### src/rtl/stopwatch_ctrl_if.sv
// Stopwatch control/display bundle between the button front-end, the
// stopwatch controller and the 7-segment display mux.
interface stopwatch_ctrl_if;
  logic       start_stop;
  logic       clear;
  logic       lap;
  logic       running;
  logic       tick;
  logic       rollover;
  logic       lap_active;
  logic [3:0] tenths;
  logic [3:0] sec_ones;
  logic [2:0] sec_tens;
  logic [3:0] min_ones;
  logic [2:0] min_tens;

  // Front-end / bench side: issues button pulses, watches time and status
  modport master (
    output start_stop, clear, lap,
    input  running, tick, rollover, lap_active,
    input  tenths, sec_ones, sec_tens, min_ones, min_tens
  );

  // Controller side
  modport slave (
    input  start_stop, clear, lap,
    output running, tick, rollover, lap_active,
    output tenths, sec_ones, sec_tens, min_ones, min_tens
  );
endinterface

### src/rtl/stopwatch_ctrl.sv
// Stopwatch controller: IDLE/RUN/PAUSE sequencer, CLK_HZ -> TICK_HZ prescaler
// and BCD mm:ss.t counter with wrap at 59:59.9.
// Optional lap/freeze display feature enabled by defining STOPWATCH_LAP_EN.
// Note: rst_n is an asynchronous ACTIVE-HIGH reset despite its name.
module stopwatch_ctrl #(
  parameter int CLK_HZ  = 100_000_000,
  parameter int TICK_HZ = 10
) (
  input logic           clk,
  input logic           rst_n,
  stopwatch_ctrl_if.slave bus
);
  localparam int DIV = CLK_HZ / TICK_HZ;
  localparam int PW  = $clog2(DIV);
  localparam logic [PW-1:0] PRE_LAST = PW'(DIV - 1);

  typedef enum logic [1:0] {
    S_IDLE  = 2'd0,
    S_RUN   = 2'd1,
    S_PAUSE = 2'd2
  } state_t;

  state_t        state_q, state_d;
  logic [PW-1:0] pre_q, pre_d;
  logic [3:0]    ten_q, ten_d, so_q, so_d, mo_q, mo_d;
  logic [2:0]    st_q, st_d, mt_q, mt_d;
  logic          running_q, running_d;
  logic          tick_q, tick_d;
  logic          roll_q, roll_d;
  logic          lap_q, lap_d;
  logic [17:0]   disp_q, disp_d;
  logic          tick_now_s;
  logic          clear_go_s;
  logic          wrap_s;

  // A tick cycle closes on this edge; clear is only honoured outside RUN
  assign tick_now_s = (state_q == S_RUN) && (pre_q == PRE_LAST);
  assign clear_go_s = (state_q != S_RUN) && bus.clear;
  assign wrap_s     = tick_now_s && (ten_q == 4'd9) && (so_q == 4'd9) &&
                      (st_q == 3'd5) && (mo_q == 4'd9) && (mt_q == 3'd5);

  // Next-state logic; clear beats start_stop outside RUN, start_stop wins in RUN
  always_comb begin
    state_d = state_q;
    case (state_q)
      S_IDLE: begin
        if (bus.clear)           state_d = S_IDLE;
        else if (bus.start_stop) state_d = S_RUN;
        else                     state_d = S_IDLE;
      end
      S_RUN: begin
        if (bus.start_stop) state_d = S_PAUSE;
        else                state_d = S_RUN;
      end
      S_PAUSE: begin
        if (bus.clear)           state_d = S_IDLE;
        else if (bus.start_stop) state_d = S_RUN;
        else                     state_d = S_PAUSE;
      end
      default: state_d = S_IDLE;
    endcase
  end

  // Prescaler: counts only in RUN, holds phase in PAUSE, zeroed in IDLE
  always_comb begin
    pre_d = pre_q;
    if (state_d == S_IDLE) begin
      pre_d = {PW{1'b0}};
    end else if (state_q == S_RUN) begin
      if (pre_q == PRE_LAST) pre_d = {PW{1'b0}};
      else                   pre_d = pre_q + PW'(1);
    end else begin
      pre_d = pre_q;
    end
  end

  // BCD time counter with full carry chain; the tick increment lands before any stop
  always_comb begin
    ten_d = ten_q;
    so_d  = so_q;
    st_d  = st_q;
    mo_d  = mo_q;
    mt_d  = mt_q;
    if (clear_go_s) begin
      ten_d = 4'd0;
      so_d  = 4'd0;
      st_d  = 3'd0;
      mo_d  = 4'd0;
      mt_d  = 3'd0;
    end else if (tick_now_s) begin
      if (ten_q != 4'd9) begin
        ten_d = ten_q + 4'd1;
      end else begin
        ten_d = 4'd0;
        if (so_q != 4'd9) begin
          so_d = so_q + 4'd1;
        end else begin
          so_d = 4'd0;
          if (st_q != 3'd5) begin
            st_d = st_q + 3'd1;
          end else begin
            st_d = 3'd0;
            if (mo_q != 4'd9) begin
              mo_d = mo_q + 4'd1;
            end else begin
              mo_d = 4'd0;
              if (mt_q != 3'd5) mt_d = mt_q + 3'd1;
              else              mt_d = 3'd0;
            end
          end
        end
      end
    end else begin
      ten_d = ten_q;
    end
  end

  // Status outputs and the displayed digits (frozen while a lap is held)
  always_comb begin
    running_d = (state_d == S_RUN);
    tick_d    = (state_d == S_RUN) && (pre_d == PRE_LAST);
    roll_d    = wrap_s;
`ifdef STOPWATCH_LAP_EN
    if (clear_go_s)                        lap_d = 1'b0;
    else if ((state_q == S_RUN) && bus.lap) lap_d = ~lap_q;
    else                                   lap_d = lap_q;
`else
    lap_d = 1'b0;
`endif
    if (lap_d) disp_d = disp_q;
    else       disp_d = {mt_d, mo_d, st_d, so_d, ten_d};
  end

`ifndef STOPWATCH_LAP_EN
  logic lap_unused_s;
  assign lap_unused_s = bus.lap;
`endif

  // Core state: FSM, prescaler and live time counter
  always_ff @(posedge clk or posedge rst_n) begin
    if (rst_n) begin
      state_q <= S_IDLE;
      pre_q   <= {PW{1'b0}};
      ten_q   <= 4'd0;
      so_q    <= 4'd0;
      st_q    <= 3'd0;
      mo_q    <= 4'd0;
      mt_q    <= 3'd0;
    end else begin
      state_q <= state_d;
      pre_q   <= pre_d;
      ten_q   <= ten_d;
      so_q    <= so_d;
      st_q    <= st_d;
      mo_q    <= mo_d;
      mt_q    <= mt_d;
    end
  end

  // Registered outputs
  always_ff @(posedge clk or posedge rst_n) begin
    if (rst_n) begin
      running_q <= 1'b0;
      tick_q    <= 1'b0;
      roll_q    <= 1'b0;
      lap_q     <= 1'b0;
      disp_q    <= 18'd0;
    end else begin
      running_q <= running_d;
      tick_q    <= tick_d;
      roll_q    <= roll_d;
      lap_q     <= lap_d;
      disp_q    <= disp_d;
    end
  end

  assign bus.running    = running_q;
  assign bus.tick       = tick_q;
  assign bus.rollover   = roll_q;
  assign bus.lap_active = lap_q;
  assign bus.min_tens   = disp_q[17:15];
  assign bus.min_ones   = disp_q[14:11];
  assign bus.sec_tens   = disp_q[10:8];
  assign bus.sec_ones   = disp_q[7:4];
  assign bus.tenths     = disp_q[3:0];
endmodule
### src/flat_wrapper.sv
// flat-port wrapper written by rule: the top's interface ports become plain ports
module stopwatch_ctrl_flat 
#(
  parameter int CLK_HZ  = 100_000_000,
  parameter int TICK_HZ = 10
)
  (clk, rst_n, bus_start_stop, bus_clear, bus_lap, bus_running, bus_tick, bus_rollover, bus_lap_active, bus_tenths, bus_sec_ones, bus_sec_tens, bus_min_ones, bus_min_tens);
  stopwatch_ctrl_if bus_i ();
  input logic clk;
  input logic rst_n;
  input wire logic [$bits(bus_i.start_stop)-1:0] bus_start_stop;
  input wire logic [$bits(bus_i.clear)-1:0] bus_clear;
  input wire logic [$bits(bus_i.lap)-1:0] bus_lap;
  output wire logic [$bits(bus_i.running)-1:0] bus_running;
  output wire logic [$bits(bus_i.tick)-1:0] bus_tick;
  output wire logic [$bits(bus_i.rollover)-1:0] bus_rollover;
  output wire logic [$bits(bus_i.lap_active)-1:0] bus_lap_active;
  output wire logic [$bits(bus_i.tenths)-1:0] bus_tenths;
  output wire logic [$bits(bus_i.sec_ones)-1:0] bus_sec_ones;
  output wire logic [$bits(bus_i.sec_tens)-1:0] bus_sec_tens;
  output wire logic [$bits(bus_i.min_ones)-1:0] bus_min_ones;
  output wire logic [$bits(bus_i.min_tens)-1:0] bus_min_tens;
  assign bus_i.start_stop = bus_start_stop;
  assign bus_i.clear = bus_clear;
  assign bus_i.lap = bus_lap;
  assign bus_running = bus_i.running;
  assign bus_tick = bus_i.tick;
  assign bus_rollover = bus_i.rollover;
  assign bus_lap_active = bus_i.lap_active;
  assign bus_tenths = bus_i.tenths;
  assign bus_sec_ones = bus_i.sec_ones;
  assign bus_sec_tens = bus_i.sec_tens;
  assign bus_min_ones = bus_i.min_ones;
  assign bus_min_tens = bus_i.min_tens;
  stopwatch_ctrl #(.CLK_HZ(CLK_HZ), .TICK_HZ(TICK_HZ)) u_core (.clk(clk), .rst_n(rst_n), .bus(bus_i));
endmodule
### config.mk
export PLATFORM = sky130hd
export DESIGN_NAME = stopwatch_ctrl_flat
export DESIGN_NICKNAME = d
export VERILOG_FILES = /design/src/rtl/stopwatch_ctrl_if.sv /design/src/rtl/stopwatch_ctrl.sv /design/src/flat_wrapper.sv
export SDC_FILE = /design/constraint.sdc
export NUM_CORES = 1
export LEC_CHECK = 0
export CAP_MARGIN = 20
export CORE_MARGIN = 2
export CORE_UTILIZATION = 57
export CTS_CLUSTER_DIAMETER = 30
export DETAILED_ROUTE_END_ITERATION = 7
export GPL_ROUTABILITY_DRIVEN = 0
export HOLD_SLACK_MARGIN = 0.03
export PLACE_DENSITY_LB_ADDON = 0.1
export SYNTH_ARGS = -nofsm -noshare
export SYNTH_HDL_FRONTEND = slang
export SYNTH_SLANG_ARGS = --single-unit
### constraint.sdc
create_clock -name clk -period 4.4 [get_ports clk]
set_input_delay 1.32 -clock clk [delete_from_list [all_inputs] [get_ports clk]]
set_output_delay 1.32 -clock clk [all_outputs]
set_load 0.02 [all_outputs]
==> results.json, run 1 <==
{
  "status": "completed",
  "core_area_um2": 4690,
  "grt_usage_pct": 24.0,
  "timing.reg2reg.worst_path_depth": 7,
  "slew_headroom_pct": 50.9,
  "fin_util_pct": 66.9,
  "netlist_area_um2": 2740,
  "drt_iter0_drc": 117,
  "setup_viol": 0,
  "r2r_start": "u_core.pre_q[0]$_DFF_PP0_",
  "syn_nets": 313,
  "p_total_mw": 0.788,
  "grt_start_max_net_pins": 48,
  "cts_buffers": 5,
  "portBuffers": 24,
  "yosysTopAreaCell": "dfrtp_1",
  "cts_tree": "built",
  "layout_common_cells": "dfrtp_1 (47), nor2_1 (42), nand2_1 (28), clkdlybuf4s50_1 (24), nand3_1 (20)",
  "drt_first_pass_iters": 4,
  "r2r_end": "u_core.bus.tick$_DFF_PP0_",
  "fin_skew_ns": 0.00632,
  "cp_max_fo": 8,
  "grt_pass1_vias": 2168,
  "cts_buffer_depth": 2,
  "start_util_pct": 58.3,
  "irDropWorstVdd_v": 0.000172,
  "async_reset_ff_share_pct": 100,
  "max_freq_mhz": 326,
  "endpoint": "u_core.bus.tick$_DFF_PP0_",
  "drc": 0,
  "pwr_density_cell_nw_per_um2": 251,
  "syn_avg_cell_area_um2": 9.10,
  "hold_class": "reg2reg",
  "cts_resized": 0,
  "hpwl_um": 4030,
  "worstPathArrival_ns": 3.25,
  "pin_count": 27,
  "final-hold-violation-count": 0,
  "netlist_top_cells_area": "dfrtp_1 (43%), nor2_1 (5.8%), xnor2_1 (4.8%)",
  "period_minus_slack_ns": 3.06,
  "ys.flop_type": "dfrtp_1",
  "areaGrowthSynthToFinish_pct": 14.7,
  "slew_viol_final": 0,
  "r2r_slack_ns": 1.44,
  "post-route-period-util_pct": 69.6,
  "viasPerCell": 6.03,
  "cts_setup_buffers": 0,
  "rsz0062_at_grt": "false",
  "ant_nets": 0,
  "ys_seq_area_share_pct": 43.0,
  "htreeDepth": 2,
  "wl_met3_um": 224,
  "required_ns": 4.59,
  "vias": 2299,
  "maxCapViolCount": 0,
  "hold_buffers": 0,
  "p_leak_nw": 1.31,
  "diodes": 0,
  "synth_top_area_share_pct": 43.0,
  "synthCells": 301,
  "root_buffer": "clkbuf_8",
  "numClockSinks": 47,
  "wire_per_inst_um": 14.8,
  "wl_met1_um": 2540,
  "path_class": "in2reg",
  "drive_above_1_share_pct": 8.26,
  "startpoint_type": "primary input",
  "die-area_um2": 5370,
  "tns_ns": 0,
  "die_x_um": 73.3,
  "post-route-cell-area_um2": 3140,
  "ys_warn_count": 0,
  "rows": 25,
  "grt_pass1_wl_um": 9970,
  "holdWs_ns": 0.506,
  "nets": 338,
  "holdPathStages": 1,
  "synth_edf_count": 0,
  "postPlaceCellArea_um2": 3020,
  "cp-end-kind": "flip-flop",
  "ys_ff_latch": 47,
  "die_h_um": 73.3,
  "met2WireLength_um": 2790,
  "wirelength_um": 5630,
  "tightestPinTransition_ns": 0.730,
  "top_layer": "met4",
  "clkTransAtPathRegs_ns": 0.09,
  "clk_latency_ns": 0.30,
  "synth.distinct_cells": 53,
  "worstSetupStartpoint": "bus_start_stop",
  "final_common_cell": "dfrtp_1",
  "antenna_found_initial": 0,
  "grt.overflow.total": 0
}
-- kinds of logic after synthesis --
family | Yosys count | synth area share [%]
AOI/OAI and AO/OA | 42 | 8.96
xor gates and xnor gates | 25 | 8.00
adders and majority gates | 7 | 3.20
buffers and inverters | 18 | 2.83
DFF | 47 | 43.0
muxes | 2 | 0.731
other | 1 | 0.137
and+or+nand+nor | 159 | 33.2
-- flip-flops by register name, summed over array words and instances, names as in the netlist, 2 cells and up --
signal and flops:
u_core.mt_q 2, u_core.so_q 3, u_core.ten_q 3, u_core.st_q 2, u_core.disp_q 5, u_core.mo_q 3
u_core.pre_q 24, u_core.state_q 2
-- per-stage QoR --
step | worst slack [ns] | cells
final | 1.34 | 381
after global routing | 1.19 | 381
after CTS | 1.34 | 380
after detailed placement | 1.02 | 372
after global placement | 1.08 | 372
after floorplan | 1.75 | 301
-- layer usage --
| layer | track usage [%] | vias to the layer above |
|---|---|---|
| li1 | - | 1125 |
| met1 | 31.3 | 1110 |
| met2 | 39.2 | 56 |
| met3 | 4.94 | 8 |
| met4 | 9.49 | 0 |
| met5 | 0 | - |
-- Yosys cell counts (2+ instances only) --
| cell type | count |
|---|---|
| nor4_1 | 8 |
| and2_1 | 2 |
| buf_2 | 5 |
| o21ai_1 | 2 |
| nor2_1 | 42 |
| inv_1 | 7 |
| clkbuf_1 | 4 |
| nor2b_1 | 4 |
| ha_1 | 7 |
| xnor2_1 | 15 |
| or4_1 | 2 |
| nand4_1 | 9 |
| dfrtp_1 | 47 |
| nand2_1 | 28 |
| nor3_1 | 5 |
| o21ai_0 | 17 |
| nand3_1 | 20 |
| or4_4 | 2 |
| nand2b_1 | 4 |
| a31oi_1 | 2 |
| and3_1 | 7 |
| or3_1 | 5 |
| a21oi_1 | 11 |
| xor2_1 | 10 |
| mux2i_1 | 2 |
| nand4b_1 | 4 |
| nor4_2 | 2 |
| and4_1 | 3 |
-- worst min path at each step --
stage | from | endpoint | slack, ns
after global placement | u_core.mt_q[1]$_DFFE_PP0P_ | u_core.mt_q[1]$_DFFE_PP0P_ | 0.49
after floorplan | u_core.pre_q[23]$_DFF_PP0_ | u_core.pre_q[23]$_DFF_PP0_ | 0.50
after detailed placement | u_core.mt_q[1]$_DFFE_PP0P_ | u_core.mt_q[1]$_DFFE_PP0P_ | 0.50
after global routing | u_core.mt_q[1]$_DFFE_PP0P_ | u_core.mt_q[1]$_DFFE_PP0P_ | 0.54
after CTS | u_core.mt_q[1]$_DFFE_PP0P_ | u_core.mt_q[1]$_DFFE_PP0P_ | 0.51
final | u_core.mt_q[1]$_DFFE_PP0P_ | u_core.mt_q[1]$_DFFE_PP0P_ | 0.51
-- area by class of cell --
type	count	area (um2)
flip-flops and latches	47	1180
inverters	8	30.0
well taps	54	67.6
clock buffers	8	100
repair buffers	28	283
fillers	407	1550
multi-input cells	236	1480
-- power by group --
group	leakage (nW)	switching, mW	internal [mW]
sequential	0.653	0.00699	0.437
clock	0.0515	0.140	0.144
combinational	0.603	0.0405	0.0196
total	1.31	0.188	0.600
-- critical path, stage by stage --
cell,delay [ns]
clkdlybuf4s50_1,0.58
or2_2,0.15
a21oi_1,0.10
a21oi_2,0.17
o211ai_1,0.10
or4_4,0.50
nor4_2,0.33
No activity file was read; power rests on OpenSTA's default activity.
==> run 2, diff against run 1 <==
==> constraint.sdc (replaced) <==
create_clock -name clk -period 2.9 [get_ports clk]
set_input_delay 0.87 -clock clk [delete_from_list [all_inputs] [get_ports clk]]
set_output_delay 0.87 -clock clk [all_outputs]
set_load 0.02 [all_outputs]
==> run 2 against run 1 <==
  * Cell area is 1.8% higher
  * Setup slack worse by 1.1 ns
  * Clock skew is 0.0011 ns lower
  * Count of clock-buffer cells in the layout is 1 lower
  * Sequential power is 52% higher
  * Largest cell class unchanged
==> results.json, run 2 (synthesis results as in run 1) <==
{
  "clk_latency_ns": 0.30,
  "regMostFlops": "u_core.pre_q",
  "final_common_cell": "dfrtp_1",
  "ant_nets": 0,
  "fin_util_pct": 68.1,
  "irDropWorstVdd_v": 0.000337,
  "viasPerCell": 5.89,
  "cts_buffer_depth": 2,
  "numClockSinks": 47,
  "p_leak_nw": 1.34,
  "grt_pass1_vias": 2159,
  "diodes": 0,
  "start_util_pct": 58.3,
  "cts_buffers": 5,
  "core_area_um2": 4690,
  "areaGrowthSynthToFinish_pct": 16.7,
  "post-route-cell-area_um2": 3200,
  "die_h_um": 73.3,
  "grt_pass1_wl_um": 10000,
  "rsz0062_at_grt": "false",
  "grt.overflow.total": 0,
  "hold_class": "reg2reg",
  "vias": 2296,
  "portBuffers": 24,
  "dp.cells": 382,
  "p_total_mw": 1.17,
  "largest_reg_flops": 24,
  "startpoint_type": "flip-flop",
  "top_regs": "u_core.pre_q x24, u_core.disp_q x5",
  "drive_above_1_share_pct": 10.7,
  "required_ns": 3.10,
  "die-area_um2": 5370,
  "drt_first_pass_iters": 4,
  "layout_common_cells": "dfrtp_1 (47), nor2_1 (42), nand2_1 (28), clkdlybuf4s50_1 (24), nand3_1 (20)",
  "period_minus_slack_ns": 2.64,
  "antenna_found_initial": 0,
  "fin_skew_ns": 0.00519,
  "htreeDepth": 2,
  "cts_resized": 0,
  "drc": 0,
  "setup_viol": 0,
  "pwr_density_cell_nw_per_um2": 365,
  "postPlaceCellArea_um2": 3110,
  "cp-end-kind": "flip-flop",
  "cts_tree": "built",
  "drt_iter0_drc": 155,
  "wirelength_um": 5720,
  "final-hold-violation-count": 0,
  "post-route-period-util_pct": 91.1,
  "die_x_um": 73.3,
  "clkTransAtPathRegs_ns": 0.09,
  "worstPathArrival_ns": 2.84,
  "maxCapViolCount": 0,
  "max_freq_mhz": 378,
  "hold_buffers": 0,
  "path_class": "reg2reg",
  "cp_max_fo": 5,
  "slew_viol_final": 0,
  "final_cells": 390,
  "hpwl_um": 4190,
  "pin_count": 27,
  "grt_start_max_net_pins": 48,
  "status": "completed",
  "nets": 347,
  "root_buffer": "clkbuf_8",
  "rows": 25,
  "wire_per_inst_um": 14.7,
  "grt_usage_pct": 24.1,
  "tns_ns": 0,
  "cts_setup_buffers": 0
}
==> run 2: cell types whose count changed in the layout (fill, tap and decap cells not counted) <==
cell,change
buf_4,+9
clkbuf_8,-2
clkbuf_1,+1
clkinv_2,+1
nor4_1,-1
nor4_2,+1
==> run 2: report_power, final <==
group	switching [mW]	internal, mW	leakage, nW
combinational	0.0644	0.0398	0.649
sequential	0.0113	0.662	0.653
clock	0.218	0.170	0.0422
total	0.294	0.872	1.34
==> run 2: path summary, 6_finish.rpt <==
path / start / endpoint / slack, ns / cells after the start
worst max-delay path: u_core.pre_q[0]$_DFF_PP0_ / u_core.bus.tick$_DFF_PP0_ / 0.26 / 8
min in group asynchronous: rst_n / u_core.mo_q[1]$_DFFE_PP0P_ / 0.92 / 3
max in group asynchronous: rst_n / u_core.pre_q[12]$_DFF_PP0_ / 1.76 / 3
worst max register to register: u_core.pre_q[0]$_DFF_PP0_ / u_core.bus.tick$_DFF_PP0_ / 0.26 / 8
worst min register to register: u_core.mt_q[1]$_DFFE_PP0P_ / u_core.mt_q[1]$_DFFE_PP0P_ / 0.51 / 1
worst min-delay path: u_core.mt_q[1]$_DFFE_PP0P_ / u_core.mt_q[1]$_DFFE_PP0P_ / 0.51 / 1
==> run 2: routing by layer <==
layer / up-vias / wire (um) / GRT usage, %
li1: 1133 / - / -
met1: 1097 / 2670 / 32.3
met2: 55 / 2740 / 39.0
met3: 11 / 203 / 4.80
met4: 0 / 99 / 8.69
met5: - / 0 / 0
==> run 2: metrics by stage <==
| step | setup WS (ns) | hold slack, ns |
|---|---|---|
| global route | 0.0312 | 0.538 |
| detailed placement | 0.137 | 0.499 |
| floorplan | 0.450 | 0.497 |
| CTS | 0.189 | 0.515 |
| global placement | 0.185 | 0.487 |
| finish | 0.257 | 0.507 |
==> run 2: cell type report <==
class,instances,area [um2]
Clock buffer,7,76.3
Clock inverter,1,5.00
Fill cell,390,1500
Inverter,8,30.0
Multi-Input combinational cell,236,1490
Sequential cell,47,1180
Tap cell,54,67.6
Timing Repair Buffer,37,350
==> run 2: worst max-delay path, stage by stage, from the launching register on <==
cell and delay [ns]:
dfrtp_1 0.44, ha_1 0.29, nand4b_1 0.26, nor4_2 0.33, buf_4 0.17, xnor2_1 0.15
o211ai_1 0.13, or4_4 0.49, nor4_2 0.30
==> run 3, diff against run 2 <==
--- a/config.mk
+++ b/config.mk
@@ -5,6 +5,7 @@
 export SDC_FILE = /design/constraint.sdc
 export NUM_CORES = 1
 export LEC_CHECK = 0
+export ABC_CLOCK_PERIOD_IN_PS = 2900
 export CAP_MARGIN = 20
 export CORE_MARGIN = 2
 export CORE_UTILIZATION = 57
==> results of run 3 <==
Final layout, timing and power as in run 2 (identical DEF).
